<file path="src/rtl/pipe_buffer_ctrl_if.sv">
// Request/response bundle between a pipeline datapath and its buffer sequencer.
// master: the datapath side (issues redirects/stalls, consumes flush/hold/busy).
// slave:  the sequencer side (pipe_buffer_ctrl).
interface pipe_buffer_ctrl_if #(
  parameter int NUM_STAGES = 4,
  parameter int STG_W      = 2,
  parameter int CNT_W      = 4
) ();
  logic                  redirect;
  logic [STG_W-1:0]      redirect_stage;
  logic                  stall_req;
  logic [STG_W-1:0]      stall_stage;
  logic [CNT_W-1:0]      stall_len;
  logic [NUM_STAGES-1:0] flush;
  logic [NUM_STAGES-1:0] hold;
  logic                  busy;

  modport master (
    output redirect, redirect_stage, stall_req, stall_stage, stall_len,
    input  flush, hold, busy
  );

  modport slave (
    input  redirect, redirect_stage, stall_req, stall_stage, stall_len,
    output flush, hold, busy
  );
endinterface

</file>
<file path="src/rtl/pipe_buffer_ctrl.sv">
// pipe_buffer_ctrl: turns redirect pulses and stall requests into registered
// per-stage flush/hold strobes for a chain of buffer_memory stages (stage 0 youngest).
// Optional: define PIPE_CTRL_STATS_EN to add saturating stall_cnt/flush_cnt outputs.
//
// state    | meaning
// ---------+----------------------------------------------------------
// ST_RUN   | idle, flush=0 hold=0, accepting redirect or stall
// ST_STALL | holding stages 0..stall_stage, bubble above, cnt cycles left
// ST_FLUSH | flushing stages 0..redirect_stage, cnt cycles left
module pipe_buffer_ctrl #(
  parameter int NUM_STAGES = 4,
  parameter int STG_W      = 2,
  parameter int CNT_W      = 4,
  parameter int STALL_MAX  = 15,
  parameter int FLUSH_CYC  = 1
) (
  input  logic clk,
  input  logic rst,
  pipe_buffer_ctrl_if.slave bus
`ifdef PIPE_CTRL_STATS_EN
  ,
  output logic [15:0] stall_cnt,
  output logic [15:0] flush_cnt
`endif
);

  typedef enum logic [1:0] {
    ST_RUN   = 2'd0,
    ST_STALL = 2'd1,
    ST_FLUSH = 2'd2
  } state_t;

  state_t                state_q, state_d;
  logic [CNT_W-1:0]      cnt_q, cnt_d;
  logic [NUM_STAGES-1:0] flush_q, flush_d;
  logic [NUM_STAGES-1:0] hold_q, hold_d;

  function automatic int clamp_stage(input logic [STG_W-1:0] s);
    int v;
    v = int'(s);
    if (v > NUM_STAGES - 1) v = NUM_STAGES - 1;
    return v;
  endfunction

  // Stages 0..s set.
  function automatic logic [NUM_STAGES-1:0] upto_mask(input logic [STG_W-1:0] s);
    logic [NUM_STAGES-1:0] m;
    int v;
    v = clamp_stage(s);
    for (int i = 0; i < NUM_STAGES; i++) m[i] = (i <= v);
    return m;
  endfunction

  // Only stage s+1 set (empty when s is the oldest stage), so it never overlaps upto_mask(s).
  function automatic logic [NUM_STAGES-1:0] bubble_mask(input logic [STG_W-1:0] s);
    logic [NUM_STAGES-1:0] m;
    int v;
    v = clamp_stage(s);
    for (int i = 0; i < NUM_STAGES; i++) m[i] = (i == v + 1);
    return m;
  endfunction

  function automatic logic [CNT_W-1:0] clamp_len(input logic [CNT_W-1:0] l);
    int v;
    v = int'(l);
    if (v > STALL_MAX) v = STALL_MAX;
    return CNT_W'(v);
  endfunction

  // State, counter and output strobes; everything visible is registered here.
  always_ff @(posedge clk or negedge rst) begin
    if (!rst) begin
      state_q <= ST_RUN;
      cnt_q   <= '0;
      flush_q <= '0;
      hold_q  <= '0;
    end else begin
      state_q <= state_d;
      cnt_q   <= cnt_d;
      flush_q <= flush_d;
      hold_q  <= hold_d;
    end
  end

  // Next state: a redirect wins everywhere; a stall only starts from RUN.
  always_comb begin
    state_d = state_q;
    cnt_d   = cnt_q;
    flush_d = flush_q;
    hold_d  = hold_q;
    if (bus.redirect) begin
      state_d = ST_FLUSH;
      cnt_d   = CNT_W'(FLUSH_CYC);
      flush_d = upto_mask(bus.redirect_stage);
      hold_d  = '0;
    end else begin
      case (state_q)
        ST_RUN: begin
          if (bus.stall_req && (bus.stall_len != '0)) begin
            state_d = ST_STALL;
            cnt_d   = clamp_len(bus.stall_len);
            hold_d  = upto_mask(bus.stall_stage);
            flush_d = bubble_mask(bus.stall_stage);
          end
        end
        ST_STALL, ST_FLUSH: begin
          if (cnt_q == CNT_W'(1)) begin
            state_d = ST_RUN;
            cnt_d   = '0;
            flush_d = '0;
            hold_d  = '0;
          end else begin
            cnt_d = cnt_q - CNT_W'(1);
          end
        end
        default: begin
          state_d = ST_RUN;
          cnt_d   = '0;
          flush_d = '0;
          hold_d  = '0;
        end
      endcase
    end
  end

  assign bus.flush = flush_q;
  assign bus.hold  = hold_q;
  assign bus.busy  = (state_q != ST_RUN);

`ifdef PIPE_CTRL_STATS_EN
  logic stall_go;
  logic redir_go;

  assign redir_go = bus.redirect;
  assign stall_go = (state_q == ST_RUN) && !bus.redirect && bus.stall_req &&
                    (bus.stall_len != '0);

  // Saturating event counters for accepted stalls and redirects.
  always_ff @(posedge clk or negedge rst) begin
    if (!rst) begin
      stall_cnt <= '0;
      flush_cnt <= '0;
    end else begin
      if (stall_go && (stall_cnt != 16'hFFFF)) stall_cnt <= stall_cnt + 16'd1;
      if (redir_go && (flush_cnt != 16'hFFFF)) flush_cnt <= flush_cnt + 16'd1;
    end
  end
`endif

endmodule
</file>
<file path="src/flat_wrapper.sv">
// flat-port wrapper written by rule: the top's interface ports become plain ports
module pipe_buffer_ctrl_flat 
#(
  parameter int NUM_STAGES = 4,
  parameter int STG_W      = 2,
  parameter int CNT_W      = 4,
  parameter int STALL_MAX  = 15,
  parameter int FLUSH_CYC  = 1
)
  (clk, rst, bus_redirect, bus_redirect_stage, bus_stall_req, bus_stall_stage, bus_stall_len, bus_flush, bus_hold, bus_busy);
  pipe_buffer_ctrl_if #(.NUM_STAGES(NUM_STAGES), .STG_W(STG_W), .CNT_W(CNT_W)) bus_i ();
  input  logic clk;
  input  logic rst;
  input wire logic [$bits(bus_i.redirect)-1:0] bus_redirect;
  input wire logic [$bits(bus_i.redirect_stage)-1:0] bus_redirect_stage;
  input wire logic [$bits(bus_i.stall_req)-1:0] bus_stall_req;
  input wire logic [$bits(bus_i.stall_stage)-1:0] bus_stall_stage;
  input wire logic [$bits(bus_i.stall_len)-1:0] bus_stall_len;
  output wire logic [$bits(bus_i.flush)-1:0] bus_flush;
  output wire logic [$bits(bus_i.hold)-1:0] bus_hold;
  output wire logic [$bits(bus_i.busy)-1:0] bus_busy;
  assign bus_i.redirect = bus_redirect;
  assign bus_i.redirect_stage = bus_redirect_stage;
  assign bus_i.stall_req = bus_stall_req;
  assign bus_i.stall_stage = bus_stall_stage;
  assign bus_i.stall_len = bus_stall_len;
  assign bus_flush = bus_i.flush;
  assign bus_hold = bus_i.hold;
  assign bus_busy = bus_i.busy;
  pipe_buffer_ctrl #(.NUM_STAGES(NUM_STAGES), .STG_W(STG_W), .CNT_W(CNT_W), .STALL_MAX(STALL_MAX), .FLUSH_CYC(FLUSH_CYC)) u_core (.clk(clk), .rst(rst), .bus(bus_i));
endmodule
</file>
<file path="config.mk">
export PLATFORM = sky130hd
export DESIGN_NAME = pipe_buffer_ctrl_flat
export DESIGN_NICKNAME = d
export VERILOG_FILES = /design/src/rtl/pipe_buffer_ctrl_if.sv /design/src/rtl/pipe_buffer_ctrl.sv /design/src/flat_wrapper.sv
export SDC_FILE = /design/constraint.sdc
export NUM_CORES = 1
export LEC_CHECK = 0
export BUFFER_PORTS_ARGS = -buffer_cell sky130_fd_sc_hd__buf_2
export CAP_MARGIN = 20
export CORE_MARGIN = 3
export CORE_UTILIZATION = 50
export CTS_CLUSTER_DIAMETER = 50
export DETAILED_ROUTE_END_ITERATION = 7
export GPL_TIMING_DRIVEN = 0
export PLACE_DENSITY = 0.76
export SYNTH_ARGS = -nofsm -noshare
export SYNTH_HDL_FRONTEND = slang
export SYNTH_SLANG_ARGS = --single-unit
</file>
<file path="constraint.sdc">
create_clock -name clk -period 2.05 [get_ports clk]
set_clock_uncertainty 0.05 [all_clocks]
set_input_delay 0.3075 -clock clk [delete_from_list [all_inputs] [get_ports clk]]
set_output_delay 0.3075 -clock clk [all_outputs]
set_load 0.05 [all_outputs]
</file>
# After elaboration in Yosys (flattened, before gate mapping)
# Cells that the tools add are included.
# Widths: inputs -> output; s select.
[word_totals]
ff_bits = 14
inputBits = 12
[classes]
add_sub_neg = 2
order_cmp = 6
eq_ne = 8
n_mux = 15
reduce_logical = 7
[ops]
columns = ["op", "count"]
rows = [
  ["$eq 3x32->1 const A", 2],
  ["$eq 2x32->1 const A", 1],
  ["$logic_not 32->1", 1],
  ["$mux 4", 8],
  ["$pmux 4 s2", 3],
  ["$le 2x2->1 const A", 4],
  ["$mux 2", 3],
  ["$ne 3x2->1 const B", 2],
  ["$eq 4x1->1 const B", 1],
  ["$le 1x2->1 const A", 2],
  ["$pmux 2 s2", 1],
  ["$reduce_bool 4->1", 1],
  ["$sub 4x1->4 const B", 1],
  ["$add 2x1->3 const B", 1],
  ["$eq 2x1->1 const B", 1],
  ["$eq 2x2->1 const B", 1],
  ["$logic_not 2->1", 1],
  ["$reduce_and 2->1", 1],
  ["$reduce_bool 2->1", 1],
  ["$reduce_or 2->1", 1],
  ["$logic_and 1x1->1", 1],
]

# Logic depth before layout (Yosys ltp)
# Gate-level depths: netlist of run 1.
[logic_depth]
word_depth = 5
depth_mapped = 6
depth_no_buf = 6

# Worst setup path after synthesis of run 1
# Ideal clock, no wire load.
[synth_timing]
kind = "reg2reg"
startpoint = "reg u_core.cnt_q[1]"
endpoint = "reg u_core.flush_q[1] (netlist: u_core.bus.flush[1])"
t_arrival_ns = 1.619
t_required_ns = 1.863
setup_slack_ns = 0.244
path_stages_with_launch = 7
path_buffers = 0
period_less_slack_ns = 1.806
cell_sequence = "dfrtp_1 -> inv_1 -> ha_1 -> or3b_4 -> a22o_4 -> a221oi_1 -> a21oi_1"
[synth_between]
elab_chain_len = 3
[synth_lines]
columns = ["item", "line", "source"]
rows = [
  ["start: declaration", "pipe_buffer_ctrl.sv:34", "logic [CNT_W-1:0] cnt_q, cnt_d;"],
  ["start signal: assignment", "pipe_buffer_ctrl.sv:79", "cnt_q <= cnt_d;"],
  ["$eq 4x1->1", "pipe_buffer_ctrl.sv:107", "if (cnt_q == CNT_W'(1)) begin"],
  ["$ne 3x2->1 (no line)", "-", ""],
  ["$reduce_and 2->1 (no line)", "-", ""],
  ["end signal: assignment", "pipe_buffer_ctrl.sv:80", "flush_q <= flush_d;"],
  ["end: declaration", "pipe_buffer_ctrl.sv:35", "logic [NUM_STAGES-1:0] flush_q, flush_d;"],
]
# Every way passes these cells.
# A chain may end at the register's enable or synchronous reset.

# Worst setup path in the final report of run 1
[layout_timing]
startpoint = "reg u_core.cnt_q[1]"
endpoint = "reg u_core.flush_q[2] (netlist: u_core.bus.flush[2])"
# Same word-level chain as after synthesis.

==> metrics.txt, run 1 <==
H-tree levels 1; Die X-Extent 46.3 um; minimum clock period 1.97 ns; TritonCTS Buffers 3; Slew @ Worst Pin 0.550 ns; worst-path maximum fanout 8; IO buf count 19; kind of critical path reg -> reg; Max Clk Rate 509 MHz; crit share post-route 95.9%; count leader, synth dfrtp_1; DRT iter0 DRCs 27; vias post-DR 707; total core area 1420 um^2; die area 2150 um^2; Vias/cell 5.75; Syn Inst Count 81; Detail Route Antenna Nets 0; ys flop type dfrtp_1; Final Hold Slack 0.234 ns; Die Height 46.3 um; GRT Resource Usage Total 20.0%; Longest Clk Path Bufs 2; GR Overflow Total 0; worst setup margin 0.0848 ns; largest net degree at the start of global routing 14; Initial Util 57.5%; Yosys reg bits 13; IO Count 21; area leader, netlist dfrtp_1; WL final 1.79 mm; final RePlAce weighted congestion 0.753; Slew HR 63.2%; Post-synth EDFFs 0; FP Rows 13; Max IR drop VDD 0.000920 V; clk_lat worst skew 0.28 ns; top-area cell type share of the netlist area 40.0%; Avg Cell Area, Syn 10.0 um^2; initial antenna violation count 0; Leak 0.000463 uW; Synth async-reset ratio 100%; Fin. Hold Viols 0; CTS Root Cell clkbuf_4; Final Max Tran Viols 0; wire per inst 14.5 um; Seq/Total Area, Yosys 40.0%; Final HPWL DP 1.34 mm; drt pass-1 iters 4; global-route wire length before repair 3.04 mm; Worst EP required 2.14 ns; n_diodes 0; worst min-delay path class in -> reg; status finished clean; power per cell area 1810 nW/um^2; crit start category flop; share of cells above drive strength 1 33.3%; final core utilization 70.3%; synthesized area 813 um^2; Crit. End Element flop; Ys Warns 0; leading cell types by count after synthesis dfrtp_1 (13), inv_1 (10), nand2_1 (9); Synth area leaders dfrtp_1 (40%), ha_1 (6.2%), a21oi_1 (4.9%), inv_1 (4.6%), nand2_1 (4.2%); Syn-to-layout area delta 22.3%; nets 125; syn_nets 97; Worst Path Arrival 2.05 ns; Clock Sinks 13; DP Worst Slack 0.0828 ns; Setup TNS 0 ns; clock slew at reported path FFs 0.08 ns; vias in the first global route 698; # DRC 0; CTS tree yes; Yosys cell types 31; final setup vio count 0; max-cap violations 0
-- cell type report --
class,count,area (um^2)
Fill cell,124,420
Timing Repair Buffer,23,128
Clock buffer,4,26.3
Inverter,10,37.5
Multi-Input combinational cell,54,439
Tap cell,15,18.8
Sequential cell,13,325
Buffer,4,20.0
-- repair_timing --
item,CTS,global route
pin swaps,0,0
setup buffers,0,3
hold buffers,1,0
endpoints found under the hold margin,13,0
gates resized for setup,1,1
endpoints found under the setup margin,1,2
-- flip-flops by register name, summed over array words and instances (netlist names) --
signal,flops
u_core.bus.flush,4
u_core.cnt_q,4
u_core.bus.hold,3
u_core.state_q,2
-- worst paths after layout --
check                                           startpoint  slack (ns)  cells past startpoint                              end
setup / recovery               u_core.cnt_q[1]$_DFFE_PN0P_        0.08                      6  u_core.bus.flush[2]$_DFFE_PN0P_
hold / removal                       bus_redirect_stage[1]        0.23                      3  u_core.bus.flush[2]$_DFFE_PN0P_
setup reg to reg               u_core.cnt_q[1]$_DFFE_PN0P_        0.08                      6  u_core.bus.flush[2]$_DFFE_PN0P_
hold reg to reg            u_core.bus.flush[0]$_DFFE_PN0P_        0.43                      1  u_core.bus.flush[0]$_DFFE_PN0P_
max in group asynchronous                              rst        1.31                      2  u_core.bus.flush[2]$_DFFE_PN0P_
min in group asynchronous                              rst        0.40                      2      u_core.cnt_q[0]$_DFFE_PN0P_
-- metal layers --
| layer | track usage, % | vias to the layer above | routed length (um) |
|---|---|---|---|
| li1 | - | 355 | - |
| met4 | 4.55 | 0 | 24 |
| met2 | 31.6 | 26 | 847 |
| met3 | 6.25 | 4 | 120 |
| met1 | 26.5 | 322 | 792 |
| met5 | 0 | - | 0 |
-- report_power, final --
part	internal (uW)	switching (uW)
sequential	354	79.2
combinational	446	768
clock	75.4	81.4
total	875	929
-- through the flow --
step           cell area, um^2  cells  power [uW]
3_3_place_gp               927    115        1570
6_report                   995    123        1800
3_5_place_dp               927    115        1600
4_1_cts                    970    120        1770
2_1_floorplan              813     81        1350
5_1_grt                    995    123        1940
-- placed cells by master, fill, tap and decap left out, drive strengths merged --
cell / n
nand2b: 1
o211ai: 1
o311ai: 1
o31a: 2
nor4: 1
nand2: 9
a22oi: 2
dfrtp: 13
a21o: 2
nor2: 3
buf: 24
o32ai: 2
and2: 1
a21oi: 8
nor3: 1
inv: 10
or3: 1
nor2b: 1
ha: 4
nand3: 2
clkbuf: 6
or3b: 1
a221oi: 3
a22o: 1
a32oi: 2
o31ai: 1
dlygate4sd3: 1
a2111oi: 1
o41ai: 1
nand4: 2
-- cell families (layout without fill, tap and decap cells) --
logic type,Yosys count,after routing,share of synthesized area [%]
flops,13,13,40.0
simple gates,23,23,14.2
fa+ha+maj,4,4,6.15
buf+inv,14,41,7.08
compound gates,27,27,32.6
-- worst max-delay path, cell delays in order, from the launching register on --
cell and delay [ns]:
dfrtp_1 0.41, inv_1 0.09, ha_2 0.19, or3b_4 0.43, a22o_4 0.28, a221oi_1 0.31
a21oi_1 0.07
Note: power is estimated with default switching activity, not from simulation.
==> inputs of run 2 (changes only) <==
- CORE_UTILIZATION: 50 -> 45
- PLACE_DENSITY: 0.76 -> 0.72
- clock period: 2.05 -> 1.8 ns (I/O delays scaled with it)
==> run 2 against run 1 <==
Non-clock buffer count is 4 higher. Cell count is 11% higher. Critical endpoint is now u_core.bus.flush[1]$_DFFE_PN0P_. Wire length is 0.62% higher. Via count is 8.2% higher. Fmax is 12% higher. Die area is 9.6% higher. Hold slack worse by 0.034 ns. Largest cell class unchanged. Critical path type unchanged. Sequential power is 14% higher. Global-route usage is 4.5 points lower. Utilization is 4.0 points lower. Clock power is 11% higher. Combinational power is 28% higher.
==> metrics.txt, run 2 (synthesized netlist as in run 1, its figures left out) <==
Crit. End Element flop; Worst EP required 1.88 ns; origin of the critical flop-to-flop path u_core.cnt_q[1]$_DFFE_PN0P_; WL final 1.80 mm; unrepaired setup endpoints after global routing true; Logic pwr share 69.9%; Die Height 48.5 um; crit start category flop; total core area 1590 um^2; minimum clock period 1.76 ns; share of cells above drive strength 1 38.4%; TritonCTS Buffers 3; global-route wire length before repair 2.90 mm; Reg2Reg Capture Point u_core.bus.flush[1]$_DFFE_PN0P_; Final Max Tran Viols 0; final setup vio count 0; worst min-delay path class in -> reg; Vias/cell 5.63; Max Clk Rate 568 MHz; Syn-to-layout area delta 29.8%; Setup TNS 0 ns; Fin. Hold Viols 0; hold path cells 3; Die X-Extent 48.5 um; Slew @ Worst Pin 0.550 ns; Final HPWL DP 1.26 mm; IO Count 21; most frequent cells in the layout buf_2 (19), dfrtp_1 (13), inv_1 (9), nand2_1 (9), buf_4 (9); clock slew at reported path FFs 0.07 ns; Hold Path Origin bus_redirect_stage[1]; Slew HR 63.2%; H-tree levels 1; CTS tree yes; Longest Clk Path Bufs 2; Initial Util 51.0%; Worst Path Arrival 1.84 ns; largest net degree at the start of global routing 14; GRT Resource Usage Total 15.5%; wire per inst 13.2 um; drt pass-1 iters 5; hold endpoint u_core.bus.flush[2]$_DFFE_PN0P_; vias post-DR 765; commonest non-fill, non-tap cell in the layout buf_2; Final Hold Slack 0.200 ns; Leak 0.000490 uW; power per cell area 2100 nW/um^2; # fillers 124; worst-path maximum fanout 4; worst reg2reg setup slack 0.04 ns; Max IR drop VDD 0.00111 V; Clock Sinks 13; status finished clean; Int Power 1120 uW; final RePlAce weighted congestion 0.906; n_diodes 0; GR Overflow Total 0; vias in the first global route 680; Flop pwr share 22.3%; IO buf count 19; clock power share 7.9%; max-cap violations 0; crit share post-route 97.8%; # DRC 0; kind of critical path reg -> reg; DRT iter0 DRCs 33; NetSw 1100 uW; sw frac 49.4%; R2R cell count 6; nets 129; clk_lat worst skew 0.27 ns; CTS Root Cell clkbuf_4; FP Rows 14; Detail Route Antenna Nets 0; die area 2350 um^2; initial antenna violation count 0
==> run 2: worst max path at each step <==
stage / slack [ns] / from / depth (start not counted) / endpoint
6_report: 0.04 / u_core.cnt_q[1]$_DFFE_PN0P_ / 6 / u_core.bus.flush[1]$_DFFE_PN0P_
5_1_grt: -0.04 / u_core.cnt_q[1]$_DFFE_PN0P_ / 6 / u_core.bus.flush[1]$_DFFE_PN0P_
4_1_cts: 0.03 / u_core.cnt_q[1]$_DFFE_PN0P_ / 6 / u_core.bus.flush[2]$_DFFE_PN0P_
3_5_place_dp: -0.15 / u_core.cnt_q[1]$_DFFE_PN0P_ / 6 / u_core.bus.flush[2]$_DFFE_PN0P_
3_3_place_gp: -0.14 / u_core.cnt_q[1]$_DFFE_PN0P_ / 6 / u_core.bus.flush[2]$_DFFE_PN0P_
2_1_floorplan: -0.006 / u_core.cnt_q[1]$_DFFE_PN0P_ / 6 / u_core.bus.flush[1]$_DFFE_PN0P_
==> run 2: routing by layer <==
metal  vias to the layer above  routed length, um  global-route usage [%]
met5                         -                  0                       0
met4                         0                 32                    1.42
met3                         6                130                    5.21
met2                        36                836                    24.3
met1                       356                796                    21.7
li1                        367                  -                       -
==> run 2: critical path, cell delays in order (launching register included) <==
cell	delay, ns
dfrtp_1	0.40
inv_2	0.08
ha_4	0.13
or3b_4	0.42
a22o_4	0.26
a221oi_2	0.23
a21oi_1	0.06
==> run 2: layout make-up <==
cell class,count,area (um^2),area share (%)
multi-input cells,54,455,43.1
inverters,10,37.5,3.55
clock buffers,4,26.3,2.49
repair buffers,27,160,15.2
flip-flops and latches,13,325,30.8
well taps,24,30.0,2.84
plain buffers,4,21.3,2.01
==> run 2: power by group through the flow <==
stage	logic [uW]	clock network (uW)	registers [uW]
finish	1550	174	493
global route	1660	195	511
CTS	1470	179	489
detailed placement	1300	0	497
global placement	1290	0	491
floorplan	873	0	664
==> run 2: stage by stage <==
step | instance area [um^2] | total power [uW] | cells | util (%) | worst slack, ns
final | 1060 | 2220 | 136 | 66.2 | 0.0402
after global routing | 1060 | 2370 | 136 | 66.2 | -0.0433
after global placement | 938 | 1790 | 124 | 58.9 | -0.143
after CTS | 1040 | 2140 | 134 | 65.1 | 0.0296
after floorplan | 813 | 1540 | 81 | - | -0.00644
after detailed placement | 938 | 1800 | 124 | 58.9 | -0.146
==> run 2: what timing repair did <==
action / 4_1_cts / 5_1_grt
hold endpoints to repair: 13 / 0
hold buffers: 1 / 0
pin swaps: 4 / 4
buffers inserted: 5 / 2
resized for setup: 5 / 4
endpoints found under the setup margin: 5 / 11
